==> config.mk <==
export PLATFORM = sky130hd
export DESIGN_NAME = serial_shift_rx_flat
export DESIGN_NICKNAME = d
export VERILOG_FILES = /design/src/rtl/serial_shift_rx_if.sv /design/src/rtl/serial_shift_rx.sv /design/src/flat_wrapper.sv
export SDC_FILE = /design/constraint.sdc
export NUM_CORES = 1
export LEC_CHECK = 0
export ABC_AREA = 1
export CAP_MARGIN = 5
export CORE_UTILIZATION = 54
export DETAILED_ROUTE_END_ITERATION = 12
export GPL_TIMING_DRIVEN = 1
export PLACE_DENSITY_LB_ADDON = 0.1
export SLEW_MARGIN = 40
export SYNTH_ARGS = -nofsm -noshare
export SYNTH_HDL_FRONTEND = slang
export SYNTH_SLANG_ARGS = --single-unit
export TNS_END_PERCENT = 5
==> constraint.sdc <==
create_clock -name clk -period 6.7 [get_ports clk]
set_input_delay 1.34 -clock clk [delete_from_list [all_inputs] [get_ports clk]]
set_output_delay 1.34 -clock clk [all_outputs]
set_load 0.03 [all_outputs]
==> src/rtl/serial_shift_rx_if.sv <==
// Link and parallel-output bundle for serial_shift_rx.
// The slave modport is the receiver; the master modport is whatever drives the link and consumes the frame.
interface serial_shift_rx_if #(
  parameter int WIDTH = 64
);
  localparam int CNT_W = $clog2(WIDTH + 1) + 1;

  logic             s_clk;
  logic             s_dat;
  logic             s_pen;
  logic             s_clrn;
  logic [WIDTH-1:0] data_out;
  logic             data_valid;
  logic             frame_err;
  logic             busy;
  logic [CNT_W-1:0] bit_cnt;
  logic [15:0]      frame_cnt;

  modport master (
    output s_clk, s_dat, s_pen, s_clrn,
    input  data_out, data_valid, frame_err, busy, bit_cnt, frame_cnt
  );

  modport slave (
    input  s_clk, s_dat, s_pen, s_clrn,
    output data_out, data_valid, frame_err, busy, bit_cnt, frame_cnt
  );
endinterface

==> src/rtl/serial_shift_rx.sv <==
// Oversampling deserializer for the shift-register display link (MSB-first, bit-count checked).
// Optional good-frame counter is built only when SERIAL_RX_FRAME_CNT_EN is defined.
module serial_shift_rx #(
  parameter int WIDTH       = 64,
  parameter int SYNC_STAGES = 2
) (
  input logic            clk,
  input logic            rst,
  serial_shift_rx_if.slave link
);
  localparam int CNT_W = $clog2(WIDTH + 1) + 1;
  localparam logic [CNT_W-1:0] CNT_FULL = CNT_W'(WIDTH);
  localparam logic [CNT_W-1:0] CNT_SAT  = CNT_W'(WIDTH + 1);
  // Per-stage packing is {s_clk, s_dat, s_pen, s_clrn}; idle link has pen and clrn high.
  localparam logic [3:0] LINK_IDLE = 4'b0011;

  typedef enum logic [1:0] {
    IDLE   = 2'd0,
    SHIFT  = 2'd1,
    COMMIT = 2'd2
  } state_t;

  logic [4*SYNC_STAGES-1:0] sync_q, sync_d;
  logic [1:0]               prev_q, prev_d;
  state_t                   state_q, state_d;
  logic [WIDTH-1:0]         shift_q, shift_d;
  logic [CNT_W-1:0]         bit_cnt_q, bit_cnt_d;
  logic [WIDTH-1:0]         data_out_q, data_out_d;
  logic                     data_valid_q, data_valid_d;
  logic                     frame_err_q, frame_err_d;

  logic clk_s, dat_s, pen_s, clrn_s;
  logic clk_rise, pen_rise, pen_fall;

  always_comb begin
    sync_d = {sync_q[4*(SYNC_STAGES-1)-1:0], link.s_clk, link.s_dat, link.s_pen, link.s_clrn};
    {clk_s, dat_s, pen_s, clrn_s} = sync_q[4*SYNC_STAGES-1 -: 4];
    prev_d   = {clk_s, pen_s};
    clk_rise = clk_s & ~prev_q[1];
    pen_rise = pen_s & ~prev_q[0];
    pen_fall = ~pen_s & prev_q[0];
  end

  always_comb begin
    state_d      = state_q;
    shift_d      = shift_q;
    bit_cnt_d    = bit_cnt_q;
    data_out_d   = data_out_q;
    data_valid_d = 1'b0;
    frame_err_d  = 1'b0;
    if (!clrn_s) begin
      state_d   = IDLE;
      shift_d   = '0;
      bit_cnt_d = '0;
    end else begin
      case (state_q)
        IDLE: begin
          if (pen_fall) begin
            state_d   = SHIFT;
            shift_d   = '0;
            bit_cnt_d = '0;
          end
        end
        SHIFT: begin
          // A bit arriving with the latch edge is still part of this frame.
          if (clk_rise) begin
            shift_d = {shift_q[WIDTH-2:0], dat_s};
            if (bit_cnt_q != CNT_SAT) bit_cnt_d = bit_cnt_q + 1'b1;
          end
          if (pen_rise) state_d = COMMIT;
        end
        COMMIT: begin
          if (bit_cnt_q == CNT_FULL) begin
            data_out_d   = shift_q;
            data_valid_d = 1'b1;
          end else begin
            frame_err_d = 1'b1;
          end
          shift_d   = '0;
          bit_cnt_d = '0;
          // Catch a new frame starting right behind the latch pulse.
          state_d = pen_fall ? SHIFT : IDLE;
        end
        default: state_d = IDLE;
      endcase
    end
  end

  always_ff @(posedge clk or posedge rst) begin
    if (rst) begin
      sync_q       <= {SYNC_STAGES{LINK_IDLE}};
      prev_q       <= 2'b01;
      state_q      <= IDLE;
      shift_q      <= '0;
      bit_cnt_q    <= '0;
      data_out_q   <= '0;
      data_valid_q <= 1'b0;
      frame_err_q  <= 1'b0;
    end else begin
      sync_q       <= sync_d;
      prev_q       <= prev_d;
      state_q      <= state_d;
      shift_q      <= shift_d;
      bit_cnt_q    <= bit_cnt_d;
      data_out_q   <= data_out_d;
      data_valid_q <= data_valid_d;
      frame_err_q  <= frame_err_d;
    end
  end

`ifdef SERIAL_RX_FRAME_CNT_EN
  logic [15:0] frame_cnt_q, frame_cnt_d;

  always_comb begin
    frame_cnt_d = frame_cnt_q;
    if (data_valid_d) frame_cnt_d = frame_cnt_q + 16'd1;
  end

  // Only rst clears the counter; link clears leave it alone.
  always_ff @(posedge clk or posedge rst) begin
    if (rst) frame_cnt_q <= 16'd0;
    else     frame_cnt_q <= frame_cnt_d;
  end

  assign link.frame_cnt = frame_cnt_q;
`else
  assign link.frame_cnt = 16'd0;
`endif

  assign link.data_out   = data_out_q;
  assign link.data_valid = data_valid_q;
  assign link.frame_err  = frame_err_q;
  assign link.busy       = (state_q == SHIFT);
  assign link.bit_cnt    = bit_cnt_q;
endmodule

==> src/flat_wrapper.sv <==
// flat-port wrapper written by rule: the top's interface ports become plain ports
module serial_shift_rx_flat 
#(
  parameter int WIDTH       = 64,
  parameter int SYNC_STAGES = 2
)
  (clk, rst, link_s_clk, link_s_dat, link_s_pen, link_s_clrn, link_data_out, link_data_valid, link_frame_err, link_busy, link_bit_cnt, link_frame_cnt);
  serial_shift_rx_if #(.WIDTH(WIDTH)) link_i ();
  input logic clk;
  input logic rst;
  input wire logic [$bits(link_i.s_clk)-1:0] link_s_clk;
  input wire logic [$bits(link_i.s_dat)-1:0] link_s_dat;
  input wire logic [$bits(link_i.s_pen)-1:0] link_s_pen;
  input wire logic [$bits(link_i.s_clrn)-1:0] link_s_clrn;
  output wire logic [$bits(link_i.data_out)-1:0] link_data_out;
  output wire logic [$bits(link_i.data_valid)-1:0] link_data_valid;
  output wire logic [$bits(link_i.frame_err)-1:0] link_frame_err;
  output wire logic [$bits(link_i.busy)-1:0] link_busy;
  output wire logic [$bits(link_i.bit_cnt)-1:0] link_bit_cnt;
  output wire logic [$bits(link_i.frame_cnt)-1:0] link_frame_cnt;
  assign link_i.s_clk = link_s_clk;
  assign link_i.s_dat = link_s_dat;
  assign link_i.s_pen = link_s_pen;
  assign link_i.s_clrn = link_s_clrn;
  assign link_data_out = link_i.data_out;
  assign link_data_valid = link_i.data_valid;
  assign link_frame_err = link_i.frame_err;
  assign link_busy = link_i.busy;
  assign link_bit_cnt = link_i.bit_cnt;
  assign link_frame_cnt = link_i.frame_cnt;
  serial_shift_rx #(.WIDTH(WIDTH), .SYNC_STAGES(SYNC_STAGES)) u_core (.clk(clk), .rst(rst), .link(link_i));
endmodule
* Word-level counts from Yosys, hierarchy flattened
Cells that the tools add are included. Widths: inputs -> output; s select.
Word-level totals: bits in registers 150, input port bits 6
Cells by class: add/sub/neg operators 1, equality and inequality tests 9, muxes and demuxes 20, bitwise operators 6, reduce and logical (&&, ||, !) cells 5
Operators by type and width (count):
- $mux 64 | 3
- $pmux 64 s3 | 1
- $mux 8 | 4
- $pmux 8 s3 | 1
- $ne 3x3->1 const B | 4
- $add 8x1->8 const B | 1
- $eq 8x7->1 const B | 1
- $ne 8x7->1 const B | 1
- $mux 1 | 7
- $mux 2 | 3
- $pmux 2 s3 | 1
- $reduce_and 3->1 | 2
- $ne 4x4->1 const B | 1
- $reduce_and 4->1 | 1
- $and 1x1->1 | 3
- $not 1->1 | 3
- $eq 2x1->1 const B | 1
- $eq 2x2->1 const B | 1
- $logic_not 2->1 | 1
- $reduce_and 2->1 | 1

* Logic depth before layout (Yosys ltp)
Gate-level depths: netlist (run 1).
word-level depth 5, mapped depth 9, mapped depth without buffers 9

* Least setup slack after synthesis (run 1)
Ideal clock, no wire load.
path type register to output, start point register u_core.state_q[0], end point output port link_busy, data arrival time 0.836 ns, required time 5.360 ns, path slack 4.524 ns, stages on the path, launching flop included 3, path buffers 0, path through dfrtp_1 inv_2 nor2_1
Between the ends: cells in the longest elaborated chain, start to end 1
RTL lines:
- from (decl) | line serial_shift_rx.sv:25 | state_t state_q, state_d;
- from (signal assigned) | line serial_shift_rx.sv:102 | state_q <= state_d;
- $eq 2x1->1 | line serial_shift_rx.sv:133 | assign link.busy = (state_q == SHIFT);
- to (decl) | line flat_wrapper.sv:18 | output wire logic [$bits(link_i.busy)-1:0] link_busy;
Every way passes these cells.

* Final worst setup path (run 1)
Same ends and word-level chain as after synthesis.

==> results of run 1 <==
## registers in the layout, indices dropped and copies added, names as in the netlist
name                    count
u_core.link.bit_cnt         8
u_core.link.data_out       64
u_core.link.data_valid      1
u_core.link.frame_err       1
u_core.prev_q               2
u_core.shift_q             64
u_core.state_q              2
u_core.sync_q               8
## worst min path at each step
stage	from	end	slack, ps
after global routing	u_core.sync_q[1]$_DFF_PP1_	u_core.sync_q[5]$_DFF_PP1_	360
after global placement	u_core.sync_q[3]$_DFF_PP0_	u_core.sync_q[7]$_DFF_PP0_	340
after floorplan	u_core.sync_q[2]$_DFF_PP0_	u_core.sync_q[6]$_DFF_PP0_	330
final	u_core.sync_q[2]$_DFF_PP0_	u_core.sync_q[6]$_DFF_PP0_	350
after CTS	u_core.sync_q[2]$_DFF_PP0_	u_core.sync_q[6]$_DFF_PP0_	350
after detailed placement	u_core.sync_q[2]$_DFF_PP0_	u_core.sync_q[6]$_DFF_PP0_	340
## per-layer routing
layer / up-vias / share of wire / global-route usage / routed length, µm
met5: - / 0 / 0 / 0
met4: 0 / 0.012 / 0.0667 / 131
met3: 10 / 0.039 / 0.0580 / 434
met2: 89 / 0.48 / 0.317 / 5410
met1: 2065 / 0.47 / 0.262 / 5220
li1: 2110 / - / - / -
## Yosys cell counts
library cell / instances
nor3_1: 1
o21ai_0: 55
nand2_1: 95
nor2_2: 2
nand2_2: 19
buf_6: 8
dfrtp_1: 145
nand4_4: 1
buf_2: 14
nor2_4: 1
inv_2: 4
nor2_1: 19
buf_1: 2
inv_1: 78
nand3_1: 69
conb_1: 1
xor2_1: 1
clkbuf_2: 1
buf_4: 17
buf_8: 2
o21ai_1: 23
nand3b_1: 1
clkbuf_1: 2
o21ai_2: 55
ha_1: 3
buf_12: 5
dfstp_2: 5
## kinds of logic (layout without fill, tap and decap cells)
kind of cell,after synthesis,after routing,share of synthesized area
and+or+nand+nor,208,208,0.149
xor gates and xnor gates,1,1,0.00137
DFF,150,150,0.590
adders and majority gates,3,3,0.00589
buffers and inverters,133,198,0.117
other,1,16,0.000588
AOI/OAI and AO/OA,133,133,0.137
## power groups by stage
| stage | Clock, mW | Sequential, mW | Combinational [mW] |
|---|---|---|---|
| floorplan | 0 | 0.932 | 0.0730 |
| global placement | 0 | 0.931 | 0.0789 |
| detailed placement | 0 | 0.931 | 0.0802 |
| CTS | 0.971 | 0.915 | 0.0808 |
| global route | 1.01 | 0.915 | 0.0898 |
| finish | 0.956 | 0.915 | 0.0793 |
## area by class of cell
cell class / count / area share
Inverter: 82 / 0.0410
Tap cell: 143 / 0.0234
Multi-Input combinational cell: 361 / 0.254
Clock buffer: 25 / 0.0673
Sequential cell: 150 / 0.491
Timing Repair Buffer: 84 / 0.112
Clock inverter: 7 / 0.0119
==> results.cfg, run 1 <==
[run_status]
status = finished, final reports clean

[final_layout]
seqCellArea_um2 = 3760
layout_commonest_cell = dfrtp_1
nets = 705
final_cell_mix = 145 x dfrtp_1, 95 x nand2_1, 80 x clkdlybuf4s50_1, 77 x inv_1, 69 x nand3_1
n_fill_cell = 935
design_area_um2 = 7660
post-route-util = 0.668
multiInputGateArea_um2 = 1950
diodes = 0
stdcell_count = 852
areaGrowthSynthToFinish_pct = 20.1
drive_above_1_share = 0.172

[logic_synthesis]
yosys.cell_types.count = 27
yosysSeqAreaShare = 0.590
yosysWarnings = 0
syn_inst = 629
synth_area_leaders = dfrtp_1 57%, o21ai_2 7.6%, nand2_1 5.6%, nand3_1 5.4%, inv_1 4.6%
synth_seq_cells = 150
yosys.area.top_type_share = 0.569
avgSynthCellArea_um2 = 10.1
yosys.area.top_type = dfrtp_1
syn-cell-area_um2 = 6380

[place]
placed_cell_area_um2 = 7050
preCtsSetupSlack_ps = 3680
detailed_place_hpwl_um = 6760
portBuffers = 80
gp_congestion = 0.765
dp.cells = 820

[worst_setup_path]
endpoint = link_busy
startpoint_type = register
crit_chain = inv_2 -> nor2_1 -> clkdlybuf4s50_1
crit_family = buffers and inverters
max_stage_delay_ps = 710
critPathArrivalTime_ps = 1750
cp.buffers_inverters = 2
r2r.worst_path.cells = 8
reg2reg_to = u_core.shift_q[63]$_DFFE_PP0P_
crit_fanout = 3
crit_cells = 3
cp_data_required_time_ps = 5360
reg2reg_from = u_core.sync_q[5]$_DFF_PP1_
crit_type = reg -> out
startpoint = u_core.state_q[0]$_DFFE_PP0P_
endpoint_kind = output port
cp_slowest_cell = clkdlybuf4s50_1
r2r_slack_ps = 4380

[sta]
drv_slew = 0
post-route-period-util = 0.462
max_freq_mhz = 323
setup_tns_ps = 0
tightest_slew_ps = 709
slew_headroom = 0.528
rsz0062_at_grt = no
hold_viol_final = 0
fin_crit_ps = 3090
holdWs_ps = 347
finClkSkew_ps = 7.34
final-setup-viol-count = 0
fin_ws_ps = 3610

[power_and_ir_drop]
p_seq_frac = 0.469
p_switching_mw = 0.421
switching_share = 0.216
internal_power_mw = 1.53
power.density_nw_per_um2 = 255
power.leakage_nw = 3.33
comb_power_share = 0.041
report.power.total_mw = 1.95
p_clk_frac = 0.490
ir_drop_mv = 0.176

[global_route]
grt_pass1_wl_um = 19500
grt_pass1_vias = 4130
track_usage = 0.199
antenna_found_initial = 0
grt-ovfl-total = 0
grt_max_degree = 84

[floorplanning]
initial_core_util = 0.556
die_y_um = 111
ioPinCount = 97
die_width_um = 111
dieArea_um2 = 12200
core_area_um2 = 11500
row_count = 39

[hold_path]
whs_path_depth = 0
hp-class = reg -> reg

[clock_tree]
cts_tree = done
cts_setup_buffers = 0
ctsResizeCount = 0
cts_buffer_depth = 2
insertion_delay_ps = 420
htree_levels = 4
cts_buffers = 17
cts.clk_slew.worst_paths_ps = 50
clockRootBuffer = clkbuf_16
cts_sinks = 150
ctsHoldBuffers = 0

[run]
drv_cap = 0

[detailed_routing]
drt-initial-drc-count = 164
routed_wl_um = 11200
drc = 0
post_drt_wl_per_cell_um = 13.1
postRouteAntennaNets = 0
vias_per_cell = 5.02
num_vias = 4274
dr.pass1.iters = 4
(Power assumes the default switching activity.)
==> run 2, diff against run 1 <==
- clock period: 6.7 -> 2.9 ns (I/O delays scaled with it)
==> results.cfg, run 2 (synthesized netlist as in run 1, its figures left out) <==
[final_layout]
diodes = 0
design_area_um2 = 7750
areaGrowthSynthToFinish_pct = 21.5
drive_above_1_share = 0.176
seqCellArea_um2 = 3760
layout_commonest_cell = dfrtp_1
stdcell_count = 854
nets = 707
n_fill_cell = 890
final_cell_mix = 145 x dfrtp_1, 95 x nand2_1, 80 x clkdlybuf4s50_1, 77 x inv_1, 69 x nand3_1
multiInputGateArea_um2 = 1950

[hold_path]
holdPathEnd = u_core.sync_q[7]$_DFF_PP0_
hp-start = u_core.sync_q[3]$_DFF_PP0_
hp-class = reg -> reg
whs_path_depth = 0

[detailed_routing]
num_vias = 4228
drt-initial-drc-count = 231
dr.pass1.iters = 4
routed_wl_um = 11300
vias_per_cell = 4.95
drc = 0
postRouteAntennaNets = 0
post_drt_wl_per_cell_um = 13.3

[global_route]
grt_pass1_vias = 4113
grt_pass1_wl_um = 19700
track_usage = 0.203
antenna_found_initial = 0
grt-ovfl-total = 0
grt_max_degree = 120

[sta]
setup_tns_ps = 0
max_freq_mhz = 427
slew_headroom = 0.527
drv_slew = 0
hold_viol_final = 0
final-setup-viol-count = 0
fin_ws_ps = 560
finClkSkew_ps = 6.38
rsz0062_at_grt = no
fin_crit_ps = 2340
tightest_slew_ps = 708
post-route-period-util = 0.807

[power_and_ir_drop]
power.density_nw_per_um2 = 608
internal_power_mw = 3.71
p_clk_frac = 0.511
p_switching_mw = 1.00
comb_power_share = 0.041
p_seq_frac = 0.448
switching_share = 0.212
ir_drop_mv = 0.399
power.leakage_nw = 3.35

[clock_tree]
cts_buffer_depth = 2
ctsHoldBuffers = 0
insertion_delay_ps = 410
cts_buffers = 17
clockRootBuffer = clkbuf_16
htree_levels = 4
ctsResizeCount = 0
cts.clk_slew.worst_paths_ps = 60
cts_tree = done
cts_sinks = 150
cts_setup_buffers = 0

[worst_setup_path]
startpoint_type = register
reg2reg_from = u_core.sync_q[5]$_DFF_PP1_
crit_fanout = 3
r2r_slack_ps = 810
endpoint_kind = output port
critPathArrivalTime_ps = 1760
r2r.worst_path.cells = 8
crit_type = reg -> out
reg2reg_to = u_core.shift_q[29]$_DFFE_PP0P_
cp_data_required_time_ps = 2320

[place]
detailed_place_hpwl_um = 7190
placed_cell_area_um2 = 7090
gp_congestion = 0.755
dp.cells = 822
portBuffers = 80
preCtsSetupSlack_ps = 832

[floorplanning]
die_width_um = 111
die_y_um = 111
core_area_um2 = 11500
dieArea_um2 = 12200
ioPinCount = 97
initial_core_util = 0.556
row_count = 39

[run]
drv_cap = 0

[run_status]
status = finished, final reports clean
[run 2: cell count changes in the layout (fill, tap and decap cells not counted), sizes merged]
cell,change
buf,+2
clkinv,-2
clkinvlp,+4
bufinv,+3
clkbuf,-5
[run 2: how the worst max path moves through the flow]
stage                                    endpoint                          start
3_5_place_dp       u_core.shift_q[29]$_DFFE_PP0P_     u_core.sync_q[5]$_DFF_PP1_
3_3_place_gp        u_core.shift_q[2]$_DFFE_PP0P_     u_core.sync_q[5]$_DFF_PP1_
2_1_floorplan  u_core.link.bit_cnt[0]$_DFFE_PP0P_                            rst
5_1_grt                                 link_busy  u_core.state_q[0]$_DFFE_PP0P_
6_report                                link_busy  u_core.state_q[0]$_DFFE_PP0P_
4_1_cts                                 link_busy  u_core.state_q[0]$_DFFE_PP0P_
[run 2: stage by stage]
| step | total power [mW] | hold slack [ps] | util |
|---|---|---|---|
| floorplan | 2.32 | 331 | - |
| global placement | 2.34 | 333 | 0.619 |
| detailed placement | 2.34 | 341 | 0.619 |
| CTS | 4.77 | 351 | 0.676 |
| global route | 4.88 | 358 | 0.676 |
| finish | 4.71 | 352 | 0.676 |
[run 2: cell type report]
type	count	area share
Sequential cell	150	0.485
Multi-Input combinational cell	361	0.251
Timing Repair Buffer	86	0.116
Clock buffer	20	0.0589
Inverter	82	0.0404
Clock inverter	12	0.0257
Tap cell	143	0.0231
[run 2: critical path, cell delays in order (launching register included)]
cell and delay [ps]:
dfrtp_1 380, inv_2 70, nor2_1 190, clkdlybuf4s50_1 710
[run 2: power groups by stage]
stage               Clock (mW)  Combinational (mW)  Sequential [mW]
floorplan                    0               0.169             2.15
global placement             0               0.191             2.15
detailed placement           0               0.194             2.15
CTS                       2.46               0.196             2.11
global route              2.55               0.217             2.11
finish                    2.41               0.192             2.11
[run 2: metal layers]
metal  part of all wire  GRT usage
met1               0.47      0.276
met5                  0          0
met4              0.012     0.0862
met2               0.49      0.313
met3              0.034     0.0481
